<file path="src/rtl/fifo_pkg.sv">
// fifo_pkg: constants shared by the dual-clock FIFO and its read-side stream adapter
package fifo_pkg;
    localparam int DATA_SIZE  = 8;
    localparam int ADDR_SIZE  = 4;
    localparam int OBUF_DEPTH = 2;
    localparam logic [1:0] LVL_EMPTY = 2'd0;
    localparam logic [1:0] LVL_ONE   = 2'd1;
    localparam logic [1:0] LVL_FULL  = 2'd2;
endpackage

</file>
<file path="src/rtl/obuf_2entry.sv">
// obuf_2entry: two-entry circular output buffer with registered head word and fill level
module obuf_2entry
    import fifo_pkg::*;
#(
    parameter int W = 8
) (
    input  logic         clk_i,
    input  logic         rst_ni,
    input  logic         push_i,
    input  logic [W-1:0] wdata_i,
    input  logic         pop_i,
    input  logic         clr_i,
    output logic [1:0]   level_o,
    output logic [W-1:0] head_o
);
    logic [W-1:0] mem_q [OBUF_DEPTH];
    logic         head_q, tail_q;
    logic [1:0]   level_q;
    // storage, 1-bit wrapping pointers and level; clear drops every entry at once
    always_ff @(posedge clk_i or negedge rst_ni) begin
        if (!rst_ni) begin
            mem_q[0] <= '0;
            mem_q[1] <= '0;
            head_q   <= 1'b0;
            tail_q   <= 1'b0;
            level_q  <= LVL_EMPTY;
        end else if (clr_i) begin
            head_q  <= 1'b0;
            tail_q  <= 1'b0;
            level_q <= LVL_EMPTY;
        end else begin
            if (push_i) mem_q[tail_q] <= wdata_i;
            tail_q  <= tail_q ^ push_i;
            head_q  <= head_q ^ pop_i;
            level_q <= level_q + 2'(push_i) - 2'(pop_i);
        end
    end
    assign level_o = level_q;
    assign head_o  = mem_q[head_q];
endmodule

</file>
<file path="src/rtl/fifo_rd_stream.sv">
// fifo_rd_stream: turns the FIFO read port into a buffered valid/ready stream with a word counter
module fifo_rd_stream
    import fifo_pkg::*;
#(
    parameter int DATA_SIZE = fifo_pkg::DATA_SIZE,
    parameter int CNT_W     = 16
) (
    input  logic                 r_clk,
    input  logic                 r_rst_n,
    input  logic                 empty,
    input  logic [DATA_SIZE-1:0] r_data,
    output logic                 r_en,
    output logic                 out_valid,
    output logic [DATA_SIZE-1:0] out_data,
    input  logic                 out_ready,
    input  logic                 flush,
    output logic [1:0]           buf_level,
    output logic [CNT_W-1:0]     word_cnt
);
    logic [CNT_W-1:0] cnt_q, cnt_d;
    logic             hs;
    // pop only from registered level, never from out_ready; held low in reset and flush
    assign r_en      = r_rst_n && !empty && !flush && (buf_level != LVL_FULL);
    assign out_valid = buf_level != LVL_EMPTY;
    assign hs        = out_valid && out_ready;
    assign cnt_d     = hs ? cnt_q + 1'b1 : cnt_q;
    assign word_cnt  = cnt_q;
    obuf_2entry #(.W(DATA_SIZE)) u_obuf (
        .clk_i   (r_clk),
        .rst_ni  (r_rst_n),
        .push_i  (r_en),
        .wdata_i (r_data),
        .pop_i   (hs),
        .clr_i   (flush),
        .level_o (buf_level),
        .head_o  (out_data)
    );
    // delivered-word counter, wraps freely; a handshake in a flush cycle still counts
    always_ff @(posedge r_clk or negedge r_rst_n) begin
        if (!r_rst_n) cnt_q <= '0;
        else          cnt_q <= cnt_d;
    end
endmodule

</file>
<file path="config.mk">
export PLATFORM = sky130hd
export DESIGN_NAME = fifo_rd_stream
export DESIGN_NICKNAME = d
export VERILOG_FILES = /design/src/rtl/fifo_pkg.sv /design/src/rtl/obuf_2entry.sv /design/src/rtl/fifo_rd_stream.sv
export SDC_FILE = /design/constraint.sdc
export NUM_CORES = 1
export LEC_CHECK = 0
export CAP_MARGIN = 20
export CORE_MARGIN = 2
export CORE_UTILIZATION = 29
export DETAILED_ROUTE_END_ITERATION = 12
export GPL_TIMING_DRIVEN = 0
export PLACE_DENSITY_LB_ADDON = 0.05
export SLEW_MARGIN = 10
export SYNTH_ARGS = -nofsm -noshare
export SYNTH_HDL_FRONTEND = slang
export SYNTH_SLANG_ARGS = --single-unit
export TNS_END_PERCENT = 20
</file>
<file path="constraint.sdc">
create_clock -name r_clk -period 3.43 [get_ports r_clk]
set_input_delay 0.5145 -clock r_clk [delete_from_list [all_inputs] [get_ports r_clk]]
set_output_delay 0.5145 -clock r_clk [all_outputs]
set_load 0.02 [all_outputs]
</file>
==> flow_summary_export.csv <==
group,metric,value,unit
run_status,status,"finished clean",
clocking,clk_latency,0.28,ns
setup_path,timing.rr.start,"u_obuf.level_o[1]$_DFF_PN0_",
layout,antennaDiodeCount,0,
drt,vias,1120,
hold_path,hold_class,"input port to async pin",
clocking,cts_buffer_depth,2,
grt,first_global_vias,1141,
clocking,clockRootBuffer,"clkbuf_8",
synth,syn_inst,126,
power,seq_power_share,41.3,%
place,io_buffer_count,40,
power,p_switching,492,µW
floorplan,start_util,29.7,%
drt,wirelength,3280,µm
setup_path,crit_path_start_kind,"input port",
floorplan,core,5440,µm²
grt,grt_overflow,0,
place,placedInstanceArea,2100,µm²
clocking,cts.sinks,36,
run,maxCapViolCount,0,
timing,drv_slew,0,
setup_path,arrival,2.47,ns
layout,post-route-cell-area,2180,µm²
timing,worstMarginPinSlew,0.812,ns
setup_path,r2r_slack,1.23,ns
timing,setup_viol,0,
floorplan,io_pins,41,
grt,met2_usage,18.3,%
drt,avgRoutedWirePerCell,13.4,µm
clocking,h-tree-depth,2,
clocking,post_cts.repair.setup_buffers,0,
synth,ys_ff_latch,36,
synth,ys_types,21,
grt,grt_use_met3,4.37,%
power,leakage,0.943,nW
clocking,cts_resized,0,
grt,antenna_found_initial,0,
setup_path,cp-end-kind,"output port",
drt,via_per_inst,4.57,
timing,finalCriticalPeriod,2.98,ns
grt,grt_pass1_wl,5440,µm
grt,grt_max_degree,38,
setup_path,cp_data_required_time,2.92,ns
setup_path,cpMaxStageDelayCell,"clkdlybuf4s50_1",
power,intPower,990,µW
floorplan,die_h,78.7,µm
clocking,path_clk_slew,0.07,ns
floorplan,die_w,78.7,µm
timing,relSlewSlack,45.8,%
floorplan,row_count,27,
layout,drive_above_1_share,21.4,%
setup_path,r2r_end,"u_obuf.level_o[1]$_DFF_PN0_",
floorplan,dieArea,6190,µm²
synth,synth_area,1620,µm²
synth,syn_nets,142,
setup_path,crit_chain,"buf_2 -> inv_1 -> a2111oi_4 -> clkdlybuf4s50_1",
power,swShare,33.2,%
layout,area_growth,34.8,%
grt,grt-busiest-layer,"met2",
grt,met1_usage,14.1,%
power,power_density,680,nW/µm²
grt,track_usage,11.6,%
clocking,cts_tree,"done",
timing,period_share,87.0,%
timing,fmax,335,MHz
power,ir_drop,0.302,mV
timing,setup_tns,0,ns
layout,final_nets,189,
timing,hold_violations,0,
synth,yosysSeqAreaShare,55.7,%
synth,yosysWarningCount,0,
setup_path,critPathMaxStageDelay,0.69,ns
drt,drc_errors,0,
setup_path,path_max_fanout,37,
synth,syn_avg_cell_area,12.8,µm²
timing,rsz0062_at_grt,"no",
clocking,cts.hold.buffers_added,0,
power,p_clk_share,18.7,%
power,p_comb_share,39.9,%
clocking,numCtsBuffers,5,
setup_path,reg2reg_depth,8,
place,gp_congestion,0.759,
drt,drtAntennaViolNets,0,
place,dp_hpwl,2330,µm
setup_path,crit_type,"input port to output port",
drt,dr.pass1.iters,4,
drt,initialDrtViolationCount,40,
timing,fin_skew,0.00886,ns
placed cells by master, fill, tap and decap left out:
master / instances
clkdlybuf4s50_1: 39
and3_2: 1
xor2_1: 4
nand2_2: 1
clkinv_2: 1
nand4_1: 6
mux2_2: 24
nor2b_1: 2
and4_1: 1
xnor2_1: 15
nor2_1: 5
and3_1: 1
clkbuf_8: 5
nand3_1: 4
or2_2: 2
a2111oi_4: 1
buf_2: 1
buf_4: 1
clkbuf_1: 2
ha_1: 3
nor3_1: 3
inv_1: 5
nand2_1: 9
dfrtp_1: 36
o21ai_0: 1
worst max-delay path, delay by kind of cell:
| family | cells | cell delay (ns) |
|---|---|---|
| compound gates | 1 | 0.46 |
| buf+inv | 3 | 1.47 |
registers in the layout (all words and copies together) (netlist names):
name / flops
u_obuf.mem_q: 16
u_obuf.level_o: 2
u_obuf.tail_q: 1
word_cnt: 16
u_obuf.head_q: 1
metal layers:
layer	wire, µm	part of all wire, %	up-vias
li1	-	-	526
met1	1470	45	549
met2	1560	47	38
met3	193	5.9	7
met4	59	1.8	0
met5	0	0	-
metrics by stage:
step,cells,hold slack (ns),power [mW],utilization (%),setup slack [ns]
after CTS,245,0.352,1.51,40.1,0.353
after floorplan,126,0.219,0.957,-,1.40
after detailed placement,238,0.478,1.22,38.6,0.343
after global placement,238,0.464,1.20,38.7,-0.690
after global routing,245,0.382,1.58,40.1,0.185
final,245,0.322,1.48,40.1,0.447
cell usage after synthesis:
cell type | n | area share [%]
xor2_1 | 4 | 2.2
xnor2_1 | 15 | 8.1
buf_4 | 1 | 0.46
and3_2 | 1 | 0.46
o21ai_0 | 1 | 0.31
nand4_1 | 6 | 2.3
nor2_1 | 5 | 1.2
clkbuf_1 | 1 | 0.23
and3_1 | 1 | 0.39
mux2_2 | 24 | 17
nor2b_1 | 2 | 0.77
and4_1 | 1 | 0.54
nand2_2 | 1 | 0.39
dfrtp_1 | 36 | 56
nand3_1 | 4 | 1.2
ha_1 | 3 | 2.3
nand2_1 | 9 | 2.1
a2111oi_4 | 1 | 1.7
or2_2 | 2 | 0.77
inv_1 | 5 | 1.2
nor3_1 | 3 | 0.93
power by group through the flow:
stage	combinational (mW)	sequential, mW	clock, mW
floorplan	0.316	0.641	0
global placement	0.589	0.613	0
detailed placement	0.599	0.622	0
CTS	0.603	0.614	0.291
global route	0.637	0.632	0.311
finish	0.592	0.612	0.277
cells by family after synthesis:
kind of cell               count (synthesis)  synth area share [%]
muxes                                     24                  16.7
adders and majority gates                  3                  2.32
DFF                                       36                  55.7
xor gates and xnor gates                  19                  10.3
AOI/OAI and AO/OA                          2                  2.01
and+or+nand+nor                           35                  11.1
buffers and inverters                      7                  1.86
how the worst max path moves through the flow:
| stage | from | to | slack (ns) | cells after the start |
|---|---|---|---|---|
| final | r_rst_n | r_en | 0.45 | 4 |
| after detailed placement | r_rst_n | r_en | 0.34 | 4 |
| after floorplan | u_obuf.level_o[1]$_DFF_PN0_ | u_obuf.level_o[1]$_DFF_PN0_ | 1.40 | 8 |
| after global routing | r_rst_n | r_en | 0.18 | 4 |
| after global placement | r_rst_n | r_en | -0.69 | 4 |
| after CTS | r_rst_n | r_en | 0.35 | 4 |
area by class of cell:
type / instances / area [µm²]
flip-flops and latches: 36 / 901
inverters: 5 / 18.8
clock buffers: 6 / 72.6
repair buffers: 40 / 395
well taps: 72 / 90.1
plain buffers: 2 / 11.3
fillers: 528 / 3260
multi-input cells: 83 / 686
clock inverters: 1 / 5.00
(Power assumes the default switching activity.)
